--- src/rtl/pi_arb.sv ---
// Priority-interrupt arbiter for the EBOX: holds the 7-level PI state, picks the
// highest eligible level and sequences the EBUS function/grant handshake with CON.
module pi_arb #(
  parameter int TIMEOUT  = 16,
  parameter int REQ_SYNC = 2
) (
  input  logic        clk,
  input  logic        RESET,
  input  logic        CONO_PI,
  input  logic [0:35] EBUS_DATA,
  input  logic [1:7]  IO_REQ,
  input  logic        IO_ACK,
  input  logic        PI_DISABLE,
  input  logic        PI_CYCLE,
  input  logic        SET_PIH,
  input  logic        PI_DISMISS,
  input  logic        EBUS_REL,
  output logic        READY,
  output logic [0:2]  PI_LEVEL,
  output logic        EBUS_CP_GRANT,
  output logic        EXT_TRAN_REC,
  output logic        NO_RESP,
  output logic        PI_ON,
  output logic [1:7]  LEVEL_ON,
  output logic [1:7]  PIR,
  output logic [1:7]  PIH
);

  typedef enum logic [2:0] {
    S_IDLE,
    S_ARB,
    S_RDY,
    S_FUNC,
    S_WREL
  } state_t;

  state_t     r_state, w_state_nxt;
  logic [2:0] r_level, w_level_nxt;
  logic [7:0] r_cnt, w_cnt_nxt;
  logic       r_ready, r_grant, r_etr, r_no_resp, r_pi_on;
  logic [1:7] r_level_on, r_pir, r_pih;
  logic [1:7] r_req_sync [REQ_SYNC];

  logic [1:7] w_req, w_sel, w_elig;
  logic [1:7] w_pir_nxt, w_pih_nxt, w_level_on_nxt;
  logic [2:0] w_pih_first, w_elig_first;
  logic [3:0] w_pih_limit;
  logic       w_cono22, w_lvl_elig, w_etr_nxt, w_timeout;
  logic       w_pi_on_nxt, w_no_resp_nxt;
  logic       w_unused;

  // Lowest-numbered set bit (highest priority) as a level number, 0 when empty.
  function automatic logic [2:0] f_first(input logic [1:7] v);
    f_first = 3'd0;
    for (int n = 7; n >= 1; n--) begin
      if (v[n]) f_first = 3'(n);
    end
  endfunction

  function automatic logic [1:7] f_onehot(input logic [2:0] lvl);
    for (int n = 1; n <= 7; n++) begin
      f_onehot[n] = (lvl == 3'(n));
    end
  endfunction

  assign w_sel    = EBUS_DATA[29:35];
  assign w_cono22 = CONO_PI & EBUS_DATA[22];
  assign w_unused = ^EBUS_DATA[0:21];

  // NOTE: sequential state uses non-blocking (<=) so every flop samples pre-edge values.
  always_ff @(posedge clk or posedge RESET) begin
    if (RESET) begin
      for (int i = 0; i < REQ_SYNC; i++) r_req_sync[i] <= '0;
    end else begin
      r_req_sync[0] <= IO_REQ;
      for (int i = 1; i < REQ_SYNC; i++) r_req_sync[i] <= r_req_sync[i-1];
    end
  end

  assign w_req = r_req_sync[REQ_SYNC-1];

  always_comb begin
    w_elig      = '0;
    w_lvl_elig  = 1'b0;
    w_pih_first = f_first(r_pih);
    w_pih_limit = (w_pih_first == 3'd0) ? 4'd8 : {1'b0, w_pih_first};
    for (int n = 1; n <= 7; n++) begin
      w_elig[n] = (w_req[n] | r_pir[n]) & r_level_on[n] & r_pi_on & (4'(n) < w_pih_limit);
    end
    for (int n = 1; n <= 7; n++) begin
      if (r_level == 3'(n)) w_lvl_elig = w_elig[n];
    end
    w_elig_first = f_first(w_elig);
  end

  // NOTE: every combinational output gets a default first, so no path can infer a latch.
  always_comb begin
    w_state_nxt = r_state;
    w_level_nxt = r_level;
    w_cnt_nxt   = r_cnt;
    w_etr_nxt   = 1'b0;
    w_timeout   = 1'b0;
    case (r_state)
      S_IDLE: begin
        w_level_nxt = 3'd0;
        if (|w_elig && !PI_DISABLE) w_state_nxt = S_ARB;
      end
      S_ARB: begin
        if (|w_elig) begin
          w_state_nxt = S_RDY;
          w_level_nxt = w_elig_first;
        end else begin
          w_state_nxt = S_IDLE;
          w_level_nxt = 3'd0;
        end
      end
      S_RDY: begin
        if (PI_CYCLE) begin
          w_state_nxt = S_FUNC;
          w_cnt_nxt   = 8'd0;
        end else if (!w_lvl_elig) begin
          w_state_nxt = S_IDLE;
          w_level_nxt = 3'd0;
        end else if (w_elig_first < r_level) begin
          w_state_nxt = S_ARB;
        end
      end
      S_FUNC: begin
        if (IO_ACK) begin
          w_etr_nxt   = 1'b1;
          w_state_nxt = S_WREL;
        end else if (r_cnt == 8'(TIMEOUT - 1)) begin
          w_timeout   = 1'b1;
          w_state_nxt = S_WREL;
        end else begin
          w_cnt_nxt = r_cnt + 8'd1;
        end
      end
      S_WREL: begin
        if (EBUS_REL) begin
          w_state_nxt = S_IDLE;
          w_level_nxt = 3'd0;
        end
      end
      default: begin
        w_state_nxt = S_IDLE;
        w_level_nxt = 3'd0;
      end
    endcase
    if (w_cono22) begin
      w_state_nxt = S_IDLE;
      w_level_nxt = 3'd0;
      w_cnt_nxt   = 8'd0;
      w_etr_nxt   = 1'b0;
      w_timeout   = 1'b0;
    end
  end

  // Dismiss is applied before set, so a same-cycle pair retires the old level first.
  always_comb begin
    w_pir_nxt      = r_pir;
    w_level_on_nxt = r_level_on;
    w_pi_on_nxt    = r_pi_on;
    w_pih_nxt      = r_pih;
    if (CONO_PI) begin
      if (EBUS_DATA[23]) w_pir_nxt = '0;
      if (EBUS_DATA[24]) w_pir_nxt = w_pir_nxt | w_sel;
      if (EBUS_DATA[25]) w_level_on_nxt = w_level_on_nxt | w_sel;
      if (EBUS_DATA[26]) w_level_on_nxt = w_level_on_nxt & ~w_sel;
      if (EBUS_DATA[28]) w_pi_on_nxt = 1'b1;
      if (EBUS_DATA[27]) w_pi_on_nxt = 1'b0;
    end
    if (PI_DISMISS) w_pih_nxt = w_pih_nxt & ~f_onehot(w_pih_first);
    if (SET_PIH && (r_level != 3'd0)) begin
      w_pih_nxt = w_pih_nxt | f_onehot(r_level);
      w_pir_nxt = w_pir_nxt & ~f_onehot(r_level);
    end
    w_no_resp_nxt = r_no_resp | w_timeout;
    if (w_cono22) begin
      w_pir_nxt      = '0;
      w_level_on_nxt = '0;
      w_pi_on_nxt    = 1'b0;
      w_pih_nxt      = '0;
      w_no_resp_nxt  = 1'b0;
    end
  end

  always_ff @(posedge clk or posedge RESET) begin
    if (RESET) begin
      r_state    <= S_IDLE;
      r_level    <= 3'd0;
      r_cnt      <= 8'd0;
      r_ready    <= 1'b0;
      r_grant    <= 1'b0;
      r_etr      <= 1'b0;
      r_no_resp  <= 1'b0;
      r_pi_on    <= 1'b0;
      r_level_on <= '0;
      r_pir      <= '0;
      r_pih      <= '0;
    end else begin
      r_state    <= w_state_nxt;
      r_level    <= w_level_nxt;
      r_cnt      <= w_cnt_nxt;
      r_ready    <= (w_state_nxt == S_RDY);
      r_grant    <= (w_state_nxt == S_FUNC) || (w_state_nxt == S_WREL);
      r_etr      <= w_etr_nxt;
      r_no_resp  <= w_no_resp_nxt;
      r_pi_on    <= w_pi_on_nxt;
      r_level_on <= w_level_on_nxt;
      r_pir      <= w_pir_nxt;
      r_pih      <= w_pih_nxt;
    end
  end

  assign READY         = r_ready;
  assign PI_LEVEL      = r_level;
  assign EBUS_CP_GRANT = r_grant;
  assign EXT_TRAN_REC  = r_etr;
  assign NO_RESP       = r_no_resp;
  assign PI_ON         = r_pi_on;
  assign LEVEL_ON      = r_level_on;
  assign PIR           = r_pir;
  assign PIH           = r_pih;

endmodule

--- config.mk ---
export PLATFORM = sky130hd
export DESIGN_NAME = pi_arb
export DESIGN_NICKNAME = d
export VERILOG_FILES = /design/src/rtl/pi_arb.sv
export SDC_FILE = /design/constraint.sdc
export NUM_CORES = 1
export LEC_CHECK = 0
export CAP_MARGIN = 25
export CORE_ASPECT_RATIO = 0.5
export CORE_MARGIN = 2
export CORE_UTILIZATION = 47
export CTS_CLUSTER_SIZE = 28
export DETAILED_ROUTE_END_ITERATION = 8
export GPL_TIMING_DRIVEN = 0
export PLACE_DENSITY = 0.81
export REMOVE_ABC_BUFFERS = 1
export SLEW_MARGIN = 30
export SYNTH_ARGS = -nofsm -noshare
export SYNTH_HDL_FRONTEND = slang
export SYNTH_SLANG_ARGS = --single-unit
--- constraint.sdc ---
create_clock -name clk -period 3.87 [get_ports clk]
set_clock_uncertainty 0.2 [all_clocks]
set_input_delay 0.774 -clock clk [delete_from_list [all_inputs] [get_ports clk]]
set_output_delay 0.774 -clock clk [all_outputs]
set_load 0.005 [all_outputs]
==> results of run 1 <==
path summary, 6_finish.rpt:
kind                               end  cells after the start
max                              READY                     11
min                           w_req[2]                      0
max reg2reg                      READY                     11
min reg2reg                   w_req[2]                      0
max in group asynchronous  LEVEL_ON[4]                      3
min in group asynchronous     r_cnt[5]                      2
power by group:
| group | internal [mW] | switching (mW) |
|---|---|---|
| logic | 0.103 | 0.101 |
| registers | 0.592 | 0.0286 |
| clock network | 0.305 | 0.207 |
| total | 1.00 | 0.337 |
cells by family (layout without fill, tap and decap cells):
kind of cell,count (synthesis),count (layout)
AO/OA/AOI/OAI,99,99
adder cells (fa/ha/maj),3,3
buffers and inverters,29,83
flip-flops,54,54
AND/OR/NAND/NOR,109,109
area by class of cell:
| cell class | instances | area [um2] |
|---|---|---|
| tap | 73 | 91.34 |
| timing repair buffer | 59 | 600.6 |
| sequential | 54 | 1351 |
| inverter | 16 | 62.56 |
| fill | 464 | 2013 |
| multi-input combinational | 211 | 1297 |
| clock buffer | 5 | 125.1 |
| clock inverter | 3 | 45.04 |
sequential cells by signal, indices dropped and copies added (netlist names):
signal	count
EXT_TRAN_REC	1
r_state	3
r_cnt	8
NO_RESP	1
READY	1
PIH	7
PIR	7
r_req_sync	7
PI_LEVEL	3
LEVEL_ON	7
EBUS_CP_GRANT	1
w_req	7
PI_ON	1
placed cells by master, fill, tap and decap left out, types with 2 or more instances in the layout:
cell type        netlist  final
o2111a_1               2      2
a21oi_1               22     22
nor2_1                28     28
nor3_4                 2      2
o21ai_1                6      6
o21ai_0               18     18
a211oi_2               2      2
a311oi_1               3      3
clkbuf_16              0      5
ha_1                   3      3
and3_1                 4      4
o2111ai_1              2      2
a211oi_1               2      2
nor4_1                 2      2
nand3_1                7      7
dfrtp_1               54     54
or2_1                  2      2
o22ai_1                7      7
and2_1                 5      5
clkinvlp_4             0      2
nor3b_1                6      6
or4_1                  3      3
a22oi_1               14     14
nand4_1                2      2
o31ai_1                2      2
nand2_1               25     25
clkdlybuf4s50_1        0     58
inv_1                 16     15
a31oi_1                4      4
nor2b_1                5      5
a32oi_1                3      3
or3_1                  3      3
nor3_1                 7      7
o21a_1                 4      4
critical path, cell delays in order (launching register included):
cell     delay [ns]
dfrtp_1        0.48
or4b_4         0.66
a21oi_1        0.17
o21ai_1        0.15
nor2b_1        0.16
o31ai_1        0.36
inv_1          0.09
ha_1           0.20
or4_1          0.47
o22ai_1        0.25
o21ai_1        0.13
and3b_1        0.20
through the flow:
step	setup WS [ns]	area [um2]
floorplan	0.7546	2709
global placement	0.3951	3381
detailed placement	0.3619	3403
CTS	0.3349	3573
global route	0.04207	3573
finish	0.2256	3573
metal layers:
metal  track usage  wire length, um
met1        0.3144             3141
met2        0.3781             3371
met3       0.04737              568
met4       0.08885              112
met5             0                0
==> reports/metrics.yaml, run 1 <==
outcome: "completed"
dp_cells: 413
htree_levels: 2
port-buffer-count: 58
nNetsFinal: 402
path_clk_slew_ns: 0.07
fin_util: 0.6396
drc: 0
cp_max_fo: 9
grt_max_degree: 36
hold_viol_final: 0
die-area_um2: 6570
ant_nets: 0
yosysWarnings: 0
crit_type: "register to register"
ys_seq_elements: 54
wl_per_cell_um: 17.09
holdWs_ns: 0.1486
synth_edf_count: 0
gp_congestion: 0.9169
synth_compound_area_frac: 0.2422
relSlewSlack: 0.3642
synth_mux_area_frac: 0
drt-pass1-iter-count: 5
antenna_found_initial: 0
drt-total-wl_um: 7193
postSynthAreaPerCell_um2: 9.435
hp-class: "register to register"
maxCapViolCount: 0
num_vias: 2558
placementRows: 19
synth_xor_area_frac: 0
synth_flop_cell: "dfrtp_1"
slew_viol_final: 0
startpoint: "PIH[1]"
cts_tree: "done"
start_kind: "register"
reg2reg_slack_ns: 0.23
cts_buffer_depth: 2
core_um2: 5587
yosysTopAreaCell: "dfrtp_1"
synthTopCellsByCount: "dfrtp_1 (54), nor2_1 (28), nand2_1 (25), a21oi_1 (22), o21ai_0 (18)"
syn_area_um2: 2774
finalSetupViolCount: 0
drive_gt1_frac: 0.06034
seq_area_frac_synth: 0.4871
syn_inst: 294
yosys-top-cells-area: "dfrtp_1 (49%), a21oi_1 (4.0%), a22oi_1 (3.8%)"
finalCriticalPeriod_ns: 3.644
floorplan.initialDensity: 0.4965
min_from: "r_req_sync[12]"
leakagePower_nw: 1.497
worstPathRequired_ns: 3.86
p_total_mw: 1.336
async_flop_share: 1.000
fmax_mhz: 274.4
drt_iter0_drc: 169
layoutNonFillerInstCount: 421
grt_pass1_vias: 2481
synth_top_area_frac: 0.4871
post-cts-setup-buffers: 0
synth_most_common_cell: "dfrtp_1"
antenna_cells: 0
r2r_start: "PIH[1]"
rsz0062_at_grt: "false"
chipWidth_um: 112.6
synth-adder-area-share: 0.01353
insertion_delay_ns: 0.30
hpwl_um: 5334
fin_crit_sh: 0.9417
synth-simple-area-share: 0.2120
via_per_inst: 6.076
yosys.cell_types.count: 51
end_kind: "register"
grtUsageTotal: 0.2320
die_h_um: 58.33
gr-total-overflow: 0
tns_ns: 0
grt_pass1_wl_um: 11940
cts.sinks: 54
cts-hold-fix-buffers: 0
tightest_slew_ns: 0.9538
arrival_ns: 3.63
clockRootBuffer: "clkbuf_16"
ir_drop_v: 0.0002380
power_density_nw_per_um2: 374.0
cts_buffers: 5
synth_top_family_by_area: "compound AO/OA/AOI/OAI gates"
syn2layout_area_growth_pct: 28.82
ctsResizeCount: 0
io_pins: 81
No activity file was read; power rests on OpenSTA's default activity.
==> inputs of run 2 (changes only) <==
SLEW_MARGIN = 10   (was 30)
==> reports/metrics.yaml, run 2 (synthesis gave the netlist of run 1 again) <==
fin_crit_sh: 0.9354
arrival_ns: 3.61
rsz0062_at_grt: "false"
ctsResizeCount: 0
cts-hold-fix-buffers: 0
power.share.clock: 0.357
cp_max_fo: 9
core_um2: 5587
registers.top_by_ff_count: "r_cnt"
post-cts-setup-buffers: 0
nNetsFinal: 402
power_density_nw_per_um2: 360.7
fmax_mhz: 276.2
final_cell_mix: "clkdlybuf4s50_1 (58), dfrtp_1 (54), nor2_1 (28)"
port-buffer-count: 58
finalCriticalPeriod_ns: 3.620
die_h_um: 58.33
fin_util: 0.6358
antenna_found_initial: 0
grt_pass1_wl_um: 12100
cpPeakStageDelay_ns: 0.67
cpLargestDelayFamily: "simple AND/OR/NAND/NOR gates"
hold_viol_final: 0
maxCapViolCount: 0
placementRows: 19
critical_path_depth: 11
grtUsageTotal: 0.2337
grt_max_degree: 36
cts.sinks: 54
drt-pass1-iter-count: 5
cts_buffer_depth: 2
outcome: "completed"
gr-total-overflow: 0
cts_buffers: 5
p_total_mw: 1.281
path_common_cell: "o21ai_1"
syn2layout_area_growth_pct: 28.06
path_cells: "or4b_4, a21oi_1, o21ai_1, nor2b_1, o31ai_1, inv_1, ha_1, or4_1, o22ai_1, o21ai_1, and3b_1"
ir_drop_v: 0.0002891
ant_nets: 0
seqPwrFrac: 0.485
htree_levels: 2
gp_congestion: 0.9169
rr_worst_depth: 11
hp-class: "register to register"
tightest_slew_ns: 0.9285
num_vias: 2561
layoutNonFillerInstCount: 421
grt_pass1_vias: 2475
clockRootBuffer: "clkbuf_16"
relSlewSlack: 0.3810
place_ws_ns: 0.3640
crit_type: "register to register"
mostFrequentLayoutCell: "clkdlybuf4s50_1"
finalSetupViolCount: 0
intPower_mw: 0.9376
holdWs_ns: 0.1504
drt_iter0_drc: 237
io_pins: 81
path_clk_slew_ns: 0.07
drt-total-wl_um: 7277
p_sw_mw: 0.3437
leakagePower_nw: 1.495
insertion_delay_ns: 0.30
start_kind: "register"
power_frac_comb: 0.159
floorplan.initialDensity: 0.4965
switching_share: 0.2682
tns_ns: 0
cp_slowest_cell: "or4b_4"
drive_gt1_frac: 0.06034
hpwl_um: 5350
layout_setup_ws_ns: 0.2499
worstPathRequired_ns: 3.86
dp_cells: 413
post_dp_cell_area_um2: 3401
die-area_um2: 6570
wl_per_cell_um: 17.29
crit_buf_inv: 1
chipWidth_um: 112.6
drc: 0
final_cell_area_um2: 3552
cts_tree: "done"
holdPathStages: 0
end_kind: "register"
via_per_inst: 6.083
slew_viol_final: 0
antenna_cells: 0
largest_reg_flops: 8
==> run 2: layout make-up <==
| class | count | area, um2 |
|---|---|---|
| clock buffers | 5 | 125.1 |
| clock inverters | 3 | 26.28 |
| multi-input cells | 211 | 1297 |
| well taps | 73 | 91.34 |
| inverters | 16 | 60.06 |
| flip-flops and latches | 54 | 1351 |
| fillers | 466 | 2034 |
| repair buffers | 59 | 600.6 |
==> run 2: final timing paths <==
path	start	to	slack, ns
worst max-delay path	PIH[1]	READY	0.25
min in group asynchronous	RESET	r_cnt[5]	0.59
worst max register to register	PIH[1]	READY	0.25
worst min register to register	r_req_sync[12]	w_req[2]	0.15
worst min-delay path	r_req_sync[12]	w_req[2]	0.15
max in group asynchronous	RESET	LEVEL_ON[2]	2.35
==> run 2: layer usage <==
metal,GRT usage,routed length (um)
met1,0.3293,3136
met2,0.3610,3468
met3,0.04840,573
met4,0.09582,99
met5,0,0
==> run 2: power by group through the flow <==
stage	Combinational, mW	Clock (mW)	Sequential, mW
6_report	0.203	0.457	0.621
5_1_grt	0.224	0.492	0.625
4_1_cts	0.203	0.464	0.620
3_5_place_dp	0.202	0	0.631
3_3_place_gp	0.194	0	0.629
2_1_floorplan	0.0963	0	0.625
==> inputs of run 3 (changes only) <==
CORE_UTILIZATION = 49   (was 47)
CTS_BUF_LIST = sky130_fd_sc_hd__clkbuf_4   (was unset)
PLACE_DENSITY = 0.84   (was 0.81)
==> reports/metrics.yaml, run 3 (synthesis gave the netlist of run 1 again) <==
gr-total-overflow: 0
drt-total-wl_um: 7246
hold_end: "w_req[6]"
drive_gt1_frac: 0.05747
arrival_ns: 3.80
grt_pass1_vias: 2396
slew_viol_final: 0
core_um2: 5468
ant_nets: 0
rr_worst_depth: 11
cp_slowest_cell: "or4b_4"
post-cts-setup-buffers: 0
drt-pass1-iter-count: 7
cts_tree: "done"
chipWidth_um: 110.4
floorplan.initialDensity: 0.5073
hold_viol_final: 0
nNetsFinal: 402
leakagePower_nw: 1.450
relSlewSlack: 0.3988
cts-hold-fix-buffers: 0
path_common_cell: "o21ai_1"
die_h_um: 57.21
use_met2: 0.3900
hp-class: "register to register"
placementRows: 19
holdPathStages: 0
path_clk_slew_ns: 0.15
reg2reg_slack_ns: 0.18
die-area_um2: 6316
cpPeakStageDelay_ns: 0.67
holdWs_ns: 0.1692
maxCapViolCount: 0
outcome: "completed"
gr-usage-met1: 0.3435
tightest_slew_ns: 0.9018
registers.top_by_ff_count: "r_cnt"
clockRootBuffer: "clkbuf_4"
via_per_inst: 6.026
end_kind: "register"
drt_iter0_drc: 211
r2r_start: "PIH[1]"
min_from: "r_req_sync[8]"
grt.busiest_layer: "met2"
wl_per_cell_um: 17.21
antenna_cells: 0
htree_levels: 2
finalSetupViolCount: 0
grt_max_degree: 35
hpwl_um: 5360
worstPathRequired_ns: 3.98
path_cells: "or4b_4, a21oi_1, o21ai_1, nor2b_1, o31ai_1, inv_1, ha_1, or4_1, o22ai_1, o21ai_1, and3b_1"
insertion_delay_ns: 0.40
io_pins: 81
cts_buffer_depth: 2
drc: 0
syn2layout_area_growth_pct: 24.54
grtUsageTotal: 0.2451
ctsResizeCount: 0
r2r_end: "READY"
grt_pass1_wl_um: 12280
cts.sinks: 54
num_vias: 2537
cts_buffers: 5
finalCriticalPeriod_ns: 3.693
port-buffer-count: 58
gp_congestion: 0.9368
antenna_found_initial: 0
fin_crit_sh: 0.9541
ir_drop_v: 0.0001763
final_cell_mix: "clkdlybuf4s50_1 (58), dfrtp_1 (54), nor2_1 (28)"
start_kind: "register"
grtUsageMet3: 0.05739
crit_type: "register to register"
rsz0062_at_grt: "false"
cp_max_fo: 9
power_density_nw_per_um2: 311.1
fmax_mhz: 270.8
tns_ns: 0
mostFrequentLayoutCell: "clkdlybuf4s50_1"
largest_reg_flops: 8
[run 3: changes by cell type in the layout (fill, tap and decap cells not counted)]
cell / before / now
clkinv_2: 0 / 1
clkbuf_4: 0 / 5
clkinvlp_4: 0 / 1
clkbuf_16: 5 / 0
clkinv_4: 3 / 0
clkinv_1: 0 / 1
[run 3: area by class of cell]
cell class,count,area [um2]
flip-flops and latches,54,1351
well taps,73,91.34
clock inverters,3,16.27
inverters,16,60.06
multi-input cells,211,1297
clock buffers,5,37.54
repair buffers,59,600.6
fillers,464,2013
[run 3: stage by stage]
step	setup slack [ns]	utilization	std cells	instance area [um2]	power [mW]
floorplan	0.7546	-	281	2709	0.7213
global placement	0.4254	0.6183	412	3381	0.8228
detailed placement	0.3055	0.6220	413	3401	0.8323
CTS	0.3131	0.6318	421	3455	1.077
global route	0.004659	0.6318	421	3455	1.123
finish	0.1775	0.6318	421	3455	1.075
[run 3: per-layer routing]
layer / vias to the layer above / wire length (um) / part of all wire
li1: 1196 / - / -
met1: 1226 / 3253 / 0.45
met2: 105 / 3387 / 0.47
met3: 10 / 529 / 0.073
met4: 0 / 76 / 0.010
met5: - / 0 / 0
[run 3: worst max-delay path by stage]
stage | startpoint | to | slack, ns | cells after the start
after floorplan | PIH[1] | READY | 0.75 | 11
after global placement | PIH[1] | READY | 0.43 | 11
after detailed placement | PIH[1] | READY | 0.31 | 11
after CTS | PIH[1] | READY | 0.31 | 11
after global routing | PIH[1] | READY | 0.005 | 11
final | PIH[1] | READY | 0.18 | 11
[run 3: power by group]
group | switching, mW | internal, mW | total, mW
sequential | 0.0290 | 0.592 | 0.621
combinational | 0.100 | 0.102 | 0.202
clock | 0.183 | 0.0679 | 0.251
[run 3: worst max-delay path, delay by kind of cell (launching register included)]
kind            cells  cell delay (ns)
buf+inv             1             0.10
fa+ha+maj           1             0.20
compound gates      5             1.09
simple gates        4             1.50
flops               1             0.51
